$ cat src/rtl/mem_responder.sv
// CPU-side memory responder: routes word accesses either to an external single-port RAM
// or to a small MMIO block (LED, cycle counter, ack counter, sticky error flag).
module mem_responder #(
   parameter logic [7:0]  LED_INIT = 8'h00,
   parameter int unsigned RAM_AW   = 6
) (
   input  logic              clk,
   input  logic              rst_n,
   input  logic              req,
   input  logic              we,
   input  logic [7:0]        addr,
   input  logic [31:0]       wdata,
   output logic [31:0]       rdata,
   output logic              ack,
   output logic              busy,
   output logic [RAM_AW-1:0] ram_addr,
   output logic [31:0]       ram_wdata,
   output logic              ram_wren,
   output logic              ram_rden,
   input  logic [31:0]       ram_q,
   output logic [7:0]        leds
);

   localparam logic [7:0] ADDR_LED  = 8'hC0;
   localparam logic [7:0] ADDR_CYC  = 8'hC1;
   localparam logic [7:0] ADDR_ACKS = 8'hC2;
   localparam logic [7:0] ADDR_ERR  = 8'hC3;

   typedef enum logic [1:0] {S_IDLE, S_RAM_ACC, S_RAM_WAIT, S_RESP} state_t;

   state_t            state_q, state_d;
   logic              we_q, we_d;
   logic [7:0]        addr_q, addr_d;
   logic [31:0]       rdata_q, rdata_d;
   logic              ack_q, ack_d;
   logic              busy_q, busy_d;
   logic [RAM_AW-1:0] ram_addr_q, ram_addr_d;
   logic [31:0]       ram_wdata_q, ram_wdata_d;
   logic              ram_wren_q, ram_wren_d;
   logic              ram_rden_q, ram_rden_d;
   logic [7:0]        leds_q, leds_d;
   logic [31:0]       cycles_q, cycles_d;
   logic [15:0]       acks_q, acks_d;
   logic              err_q, err_d;
   logic              err_set, err_clr;

   logic              accept_c, mmio_in_c, mmio_q_c;
   logic [31:0]       mmio_rd_c;

   assign accept_c  = (state_q == S_IDLE) && req;
   assign mmio_in_c = (addr[7:6] == 2'b11);
   assign mmio_q_c  = (addr_q[7:6] == 2'b11);

   // State register
   always_ff @(posedge clk or negedge rst_n) begin
      if (!rst_n) state_q <= S_IDLE;
      else        state_q <= state_d;
   end

   // Next-state logic; requests outside IDLE are ignored
   always_comb begin
      state_d = state_q;
      case (state_q)
         S_IDLE:     if (req) state_d = mmio_in_c ? S_RESP : S_RAM_ACC;
         S_RAM_ACC:  state_d = we_q ? S_RESP : S_RAM_WAIT;
         S_RAM_WAIT: state_d = S_RESP;
         S_RESP:     state_d = S_IDLE;
         default:    state_d = S_IDLE;
      endcase
   end

   // MMIO read mux, sampled at the accept edge so ACKS excludes the current access
   always_comb begin
      mmio_rd_c = '0;
      case (addr)
         ADDR_LED:  mmio_rd_c = {24'b0, leds_q};
         ADDR_CYC:  mmio_rd_c = cycles_q;
         ADDR_ACKS: mmio_rd_c = {16'b0, acks_q};
         ADDR_ERR:  mmio_rd_c = {31'b0, err_q};
         default:   mmio_rd_c = '0;
      endcase
   end

   // Output and datapath next values; strobes are decoded from the next state
   always_comb begin
      we_d        = we_q;
      addr_d      = addr_q;
      ram_addr_d  = ram_addr_q;
      ram_wdata_d = ram_wdata_q;
      if (accept_c) begin
         we_d        = we;
         addr_d      = addr;
         ram_addr_d  = addr[RAM_AW-1:0];
         ram_wdata_d = wdata;
      end

      ack_d      = (state_d == S_RESP);
      busy_d     = (state_d != S_IDLE);
      ram_rden_d = (state_d == S_RAM_ACC) && !we_d;
      ram_wren_d = (state_d == S_RAM_ACC) && we_d;

      rdata_d = rdata_q;
      if (state_q == S_RAM_WAIT)                 rdata_d = ram_q;
      else if (accept_c && mmio_in_c && !we)     rdata_d = mmio_rd_c;

      cycles_d = cycles_q + 32'd1;
      acks_d   = acks_q;
      if (state_q == S_RESP) acks_d = acks_q + 16'd1;

      leds_d  = leds_q;
      err_set = 1'b0;
      err_clr = 1'b0;
      if (state_q == S_RESP && we_q && mmio_q_c) begin
         case (addr_q)
            ADDR_LED:           leds_d  = ram_wdata_q[7:0];
            ADDR_CYC, ADDR_ACKS: err_set = 1'b1;
            ADDR_ERR:           err_clr = 1'b1;
            default:            ;
         endcase
      end
      err_d = err_clr ? 1'b0 : (err_set ? 1'b1 : err_q);
   end

   // Datapath and output registers
   always_ff @(posedge clk or negedge rst_n) begin
      if (!rst_n) begin
         we_q        <= 1'b0;
         addr_q      <= '0;
         rdata_q     <= '0;
         ack_q       <= 1'b0;
         busy_q      <= 1'b0;
         ram_addr_q  <= '0;
         ram_wdata_q <= '0;
         ram_wren_q  <= 1'b0;
         ram_rden_q  <= 1'b0;
         leds_q      <= LED_INIT;
         cycles_q    <= '0;
         acks_q      <= '0;
         err_q       <= 1'b0;
      end else begin
         we_q        <= we_d;
         addr_q      <= addr_d;
         rdata_q     <= rdata_d;
         ack_q       <= ack_d;
         busy_q      <= busy_d;
         ram_addr_q  <= ram_addr_d;
         ram_wdata_q <= ram_wdata_d;
         ram_wren_q  <= ram_wren_d;
         ram_rden_q  <= ram_rden_d;
         leds_q      <= leds_d;
         cycles_q    <= cycles_d;
         acks_q      <= acks_d;
         err_q       <= err_d;
      end
   end

   assign rdata     = rdata_q;
   assign ack       = ack_q;
   assign busy      = busy_q;
   assign ram_addr  = ram_addr_q;
   assign ram_wdata = ram_wdata_q;
   assign ram_wren  = ram_wren_q;
   assign ram_rden  = ram_rden_q;
   assign leds      = leds_q;

endmodule

$ cat config.mk
export PLATFORM = sky130hd
export DESIGN_NAME = mem_responder
export DESIGN_NICKNAME = d
export VERILOG_FILES = /design/src/rtl/mem_responder.sv
export SDC_FILE = /design/constraint.sdc
export NUM_CORES = 1
export LEC_CHECK = 0
export BUFFER_PORTS_ARGS = -buffer_cell sky130_fd_sc_hd__buf_4
export CORE_MARGIN = 2
export CORE_UTILIZATION = 50
export DETAILED_ROUTE_END_ITERATION = 16
export GPL_TIMING_DRIVEN = 0
export PLACE_DENSITY = 0.87
export SLEW_MARGIN = 10
export SYNTH_ARGS = -nofsm -noshare
export SYNTH_HDL_FRONTEND = slang
export SYNTH_SLANG_ARGS = --single-unit
$ cat constraint.sdc
create_clock -name clk -period 2.84 [get_ports clk]
set_clock_uncertainty 0.15 [all_clocks]
set_input_delay 0.284 -clock clk [delete_from_list [all_inputs] [get_ports clk]]
set_output_delay 0.284 -clock clk [all_outputs]
set_load 0.05 [all_outputs]
==> flow_summary.yaml, run 1 <==
outcome:
  status: "finished, final reports clean"
critical_path:
  end_kind: "register"
  r2r_start: "state_q[0]"
  critPathLaunchType: "primary input"
  ff2ff_setup_slack_ns: 0.41
  reg2reg_depth: 8
  cp_max_fo: 10
  criticalPathCategory: "primary input to register"
  arrival_ns: 2.68
  critPathCapture: "rdata[9]"
  rr_endpoint: "rdata[14]"
  startpoint: "addr[2]"
  crit_required_ns: 3.03
pwr:
  power_density_nw_per_um2: 1090
  power.total_mw: 9.55
  ir_drop_mv: 0.877
  cellLeakagePower_nw: 4.10
logic_synthesis:
  synth_simple_gate_area_share_pct: 13.0
  syn_area_um2: 6120
  ys_ff_latch: 136
  synth-async-reset-ratio_pct: 100
  synth_compound_area_share_pct: 8.85
  synth_mux_area_share_pct: 10.7
  ys_types: 41
  synthFlopType: "dfrtp_1"
  yosysWarnings: 0
  synth-edff-count: 0
  synth_top_family_by_area: "simple AND/OR/NAND/NOR gates"
  ys_seq_area_share_pct: 55.6
  netlist_instances: 522
  synth.avg_cell_area_um2: 11.7
  synth_xor_area_share_pct: 6.44
  synth_adder_area_share_pct: 1.43
  syn_nets: 605
placement:
  dpl.hpwl_um: 10900
  dp.cells: 827
  place_congestion: 0.850
  portBuffers: 157
cts:
  numCtsBuffers: 17
  clock-sinks: 136
  post_cts_buffers: 0
  cts-resized-gates: 0
  cts_tree: "done"
  cts_buffer_depth: 2
  clkSlewWorstSetupHoldPaths_ns: 0.05
  ctsHoldBuffers: 72
  worst_skew_pair.late_latency_ns: 0.42
  cts-root-buf: "clkbuf_16"
  h-tree-depth: 4
cells_and_area:
  drive_gt1_share_pct: 32.9
  fin_util_pct: 73.3
  layout-area-overhead-vs-synth_pct: 43.2
  fin_nets: 854
  n_antenna_cell: 0
  stdcell_count: 928
die:
  die_h_um: 115
  core-area_um2: 12000
  ioPinCount: 158
  start_util_pct: 51.2
  die_w_um: 115
  dieArea_um2: 13100
  row_count: 40
sta:
  tightest_slew_ns: 0.956
  hold_slack_ns: 0.0991
  fin_setup_tns_ns: 0
  finalHoldViolations: 0
  max_freq_mhz: 403
  relSlewSlack_pct: 35.8
  fin_crit_ns: 2.48
  finalCritPeriodShare_pct: 87.5
  finalMaxSlewViolations: 0
  rsz0062_at_grt: "no"
  finalSetupViolCount: 0
drt:
  vias: 5030
  dr.pass1.iters: 5
  vias_per_cell: 5.42
  drt.antenna.violating_nets: 0
  drc_errors: 0
  drt_wl_total_um: 16300
  drt_iter0_drc: 357
  avgRoutedWirePerCell_um: 17.6
global_routing:
  antenna_found_initial: 0
  grt_pass1_wl_um: 26300
  grt_max_degree: 78
  grt-ovfl-total: 0
  grtUsageTotal_pct: 26.0
  grt_pass1_vias: 5334
min_path:
  min_path_type: "primary input to register"
  hp-start: "req"
run:
  cap_viol_max_count: 0
-- kinds of logic after synthesis --
kind of cell,count (synthesis)
AND/OR/NAND/NOR,138
flip-flops,136
AO/OA/AOI/OAI,84
multiplexers,58
buffers and inverters,54
XOR/XNOR,45
adder cells (fa/ha/maj),7
-- worst max-delay path, cell delays in order --
cell	delay, ns
dlygate4sd3_1	0.54
buf_4	0.14
or4_1	0.62
nor3_2	0.50
buf_2	0.33
a221oi_1	0.10
a21oi_1	0.15
-- how the worst min path moves through the flow --
stage	slack (ns)	to	cells past startpoint
after floorplan	-0.16	ack	0
after global placement	0.32	acks_q[15]	1
after detailed placement	0.15	rdata[24]	1
after CTS	0.08	state_q[1]	3
after global routing	0.09	state_q[1]	3
final	0.1	state_q[1]	3
-- flip-flops by register name, summed over array words and instances, names as in the netlist --
name and cells:
ack 1, state_q 2, busy 1, cycles_q 32
addr_q 8, rdata 32, ram_wren 1, ram_wdata 32
acks_q 16, err_q 1, leds 8, ram_rden 1
we_q 1
-- layer usage --
metal / global-route usage (%) / part of all wire [%] / up-vias
met4: 8.05 / 1.4 / 0
met2: 45.0 / 51 / 182
li1: - / - / 2335
met5: 0 / 0 / -
met3: 7.83 / 6.4 / 23
met1: 31.4 / 41 / 2490
-- where the power goes --
group          switching, mW  internal, mW
Clock                  0.767          1.25
Combinational           2.96          1.58
Sequential             0.427          2.58
Total                   4.15          5.41
-- Yosys cell counts (4+ instances only) --
| cell type | number | area (um2) |
|---|---|---|
| a21oi_1 | 50 | 250 |
| a221oi_1 | 16 | 140 |
| a22o_1 | 8 | 70.1 |
| and3_1 | 9 | 56.3 |
| and4_1 | 4 | 35.0 |
| buf_1 | 8 | 30.0 |
| buf_2 | 4 | 20.0 |
| buf_4 | 6 | 45.0 |
| clkbuf_1 | 13 | 48.8 |
| dfrtp_1 | 136 | 3400 |
| ha_1 | 7 | 87.6 |
| inv_1 | 22 | 82.6 |
| mux2_2 | 50 | 563 |
| mux2i_1 | 7 | 70.1 |
| nand2_1 | 37 | 139 |
| nand3_1 | 14 | 70.1 |
| nand4_1 | 12 | 75.1 |
| nor2_1 | 13 | 48.8 |
| nor2b_1 | 19 | 119 |
| nor3_1 | 7 | 35.0 |
| nor3_2 | 4 | 40.0 |
| o2bb2ai_1 | 7 | 61.3 |
| xnor2_1 | 25 | 219 |
| xor2_1 | 20 | 175 |
-- final cells by class --
type	count	area, um2
buffer	32	155
multi-input combinational	332	2480
clock inverter	4	45.0
sequential	136	3400
clock buffer	25	485
fill	757	3200
inverter	22	82.6
timing repair buffer	230	1930
tap	147	184
-- per-stage QoR --
stage / instance area (um2) / setup WS, ns
2_1_floorplan: 6120 / 0.833
3_3_place_gp: 7480 / 0.509
3_5_place_dp: 7510 / 0.470
4_1_cts: 8760 / 0.433
5_1_grt: 8760 / 0.213
6_report: 8760 / 0.356
-- layout by cell type, fill, tap and decap left out, types with 2 or more instances in the layout --
| master | synthesis | final |
|---|---|---|
| buf_2 | 4 | 4 |
| o2bb2ai_1 | 7 | 7 |
| xnor2_1 | 25 | 25 |
| xor2_1 | 20 | 20 |
| clkinv_2 | 0 | 3 |
| and4_1 | 4 | 4 |
| a221oi_1 | 16 | 16 |
| a21oi_1 | 50 | 50 |
| and2_1 | 2 | 2 |
| clkbuf_8 | 0 | 3 |
| clkbuf_1 | 13 | 18 |
| nand2b_1 | 3 | 3 |
| nor3_2 | 4 | 4 |
| dlygate4sd3_1 | 0 | 72 |
| nor2_1 | 13 | 13 |
| a31oi_1 | 2 | 2 |
| nand3_1 | 14 | 14 |
| a22o_1 | 8 | 8 |
| nor3_1 | 7 | 7 |
| dfrtp_1 | 136 | 136 |
| and3_1 | 9 | 9 |
| ha_1 | 7 | 7 |
| nor2b_1 | 19 | 19 |
| or2_2 | 2 | 2 |
| clkbuf_16 | 0 | 17 |
| buf_6 | 1 | 2 |
| mux2i_1 | 7 | 7 |
| or4_1 | 2 | 2 |
| nor4_4 | 2 | 2 |
| buf_4 | 6 | 162 |
| buf_1 | 8 | 8 |
| mux2_2 | 50 | 50 |
| inv_1 | 22 | 22 |
| nand2_1 | 37 | 37 |
| nand4_1 | 12 | 12 |
Power figures use the tool's default switching activity.
==> run 2, diff against run 1 <==
RECOVER_POWER = 50   (was default)
==> flow_summary.yaml, run 2 (synthesis gave the netlist of run 1 again) <==
sta:
  relSlewSlack_pct: -1.72
  finalSetupViolCount: 0
  tightest_slew_ns: 1.53
  finalHoldViolations: 0
  max_freq_mhz: 398
  finalWorstSetupSlack_ns: 0.328
  finalMaxSlewViolations: 61
  fin_crit_ns: 2.51
  rsz0062_at_grt: "no"
  fin_setup_tns_ns: 0
  hold_slack_ns: 0.0905
  finalCritPeriodShare_pct: 88.5
drt:
  drt_wl_total_um: 16400
  dr.pass1.iters: 5
  drc_errors: 0
  drt_iter0_drc: 309
  drt.antenna.violating_nets: 0
  vias: 5062
  avgRoutedWirePerCell_um: 17.7
  vias_per_cell: 5.45
die:
  core-area_um2: 12000
  dieArea_um2: 13100
  row_count: 40
  die_h_um: 115
  die_w_um: 115
  ioPinCount: 158
  start_util_pct: 51.2
placement:
  place_congestion: 0.850
  dp_slack_ns: 0.470
  portBuffers: 157
  dpl.hpwl_um: 10900
  dp.cells: 827
critical_path:
  cpPeakStageDelay_ns: 0.63
  critical-path-top-delay-family: "simple AND/OR/NAND/NOR gates"
  crit_chain: "dlygate4sd3_1 -> buf_4 -> or4_1 -> nor3_2 -> buf_2 -> a221oi_1 -> a21oi_1"
  end_kind: "register"
  crit_slowest_cell: "or4_1"
  arrival_ns: 2.70
  critPathLaunchType: "primary input"
  crit_required_ns: 3.03
  critical_path_buf_inv_count: 3
  cp_max_fo: 10
  criticalPathCategory: "primary input to register"
cells_and_area:
  nFillCells: 860
  fin_nets: 854
  final_common_cell: "dfrtp_1"
  stdcell_count: 928
  final_cell_mix: "dfrtp_1, buf_4, clkbuf_1"
  n_antenna_cell: 0
  layout-area-overhead-vs-synth_pct: 39.1
  drive_gt1_share_pct: 25.0
pwr:
  ir_drop_mv: 0.859
  power_density_nw_per_um2: 1080
  cellLeakagePower_nw: 3.87
  power.total_mw: 9.18
run:
  cap_viol_max_count: 1
cts:
  clock-sinks: 136
  cts_tree: "done"
  cts_buffer_depth: 2
  post_cts_buffers: 0
  clkSlewWorstSetupHoldPaths_ns: 0.06
  numCtsBuffers: 17
  worst_skew_pair.late_latency_ns: 0.42
  cts-root-buf: "clkbuf_16"
  h-tree-depth: 4
min_path:
  min_path_type: "primary input to register"
global_routing:
  grtUsageTotal_pct: 26.0
  antenna_found_initial: 0
  grt_pass1_wl_um: 26300
  grt-ovfl-total: 0
  grt_pass1_vias: 5334
  grt_max_degree: 78
outcome:
  status: "complete, but fails checks"
  violations: "capacitance limit, slew limit"
-- run 2: cell count changes in the layout (fill, tap and decap cells not counted), sizes merged --
| cell | before | now |
|---|---|---|
| clkbuf | 38 | 101 |
| buf | 177 | 114 |
-- run 2: per-layer routing --
| layer | global-route usage, % | vias to the layer above | share of wire (%) |
|---|---|---|---|
| met2 | 45.0 | 188 | 51 |
| met3 | 7.83 | 30 | 6.3 |
| met1 | 31.4 | 2509 | 41 |
| met5 | 0 | - | 0 |
| met4 | 8.05 | 0 | 1.8 |
| li1 | - | 2335 | - |
-- run 2: tightest hold or removal path, stage by stage --
cell	delay, ns
buf_4	0.13
nand3_1	0.07
a31oi_1	0.13
-- run 2: per-stage QoR --
stage	utilization (%)	area, um2
after CTS	73.3	8760
after detailed placement	62.8	7510
final	71.1	8510
after global routing	71.1	8510
after global placement	62.5	7480
after floorplan	-	6120
-- run 2: what timing repair did --
action	in CTS	in global routing
hold buffers	72	0
endpoints found under the hold margin	130	0
resized for setup	0	0
-- run 2: cell type report --
cell class              instances  area, um2  share of cell area [%]
clock inverters                 4       45.0                   0.529
clock buffers                  25        485                    5.71
plain buffers                  32        155                    1.82
well taps                     147        184                    2.16
repair buffers                230       1680                    19.7
flip-flops and latches        136       3400                    40.0
multi-input cells             332       2480                    29.1
inverters                      22       82.6                   0.971
-- run 2: path summary, 6_finish.rpt --
kind | cells after the start | startpoint | slack (ns) | endpoint
max in group asynchronous | 3 | rst_n | 0.51 | addr_q[3]
setup reg to reg | 8 | state_q[0] | 0.40 | rdata[6]
hold reg to reg | 1 | acks_q[10] | 0.34 | acks_q[10]
setup / recovery | 7 | addr[2] | 0.33 | rdata[9]
hold / removal | 3 | req | 0.09 | state_q[1]
min in group asynchronous | 2 | rst_n | 0.64 | ram_wdata[11]
-- run 2: where the power goes --
group          switching [mW]  internal [mW]
Combinational            2.96           1.19
Sequential              0.420           2.58
Clock                   0.771           1.25
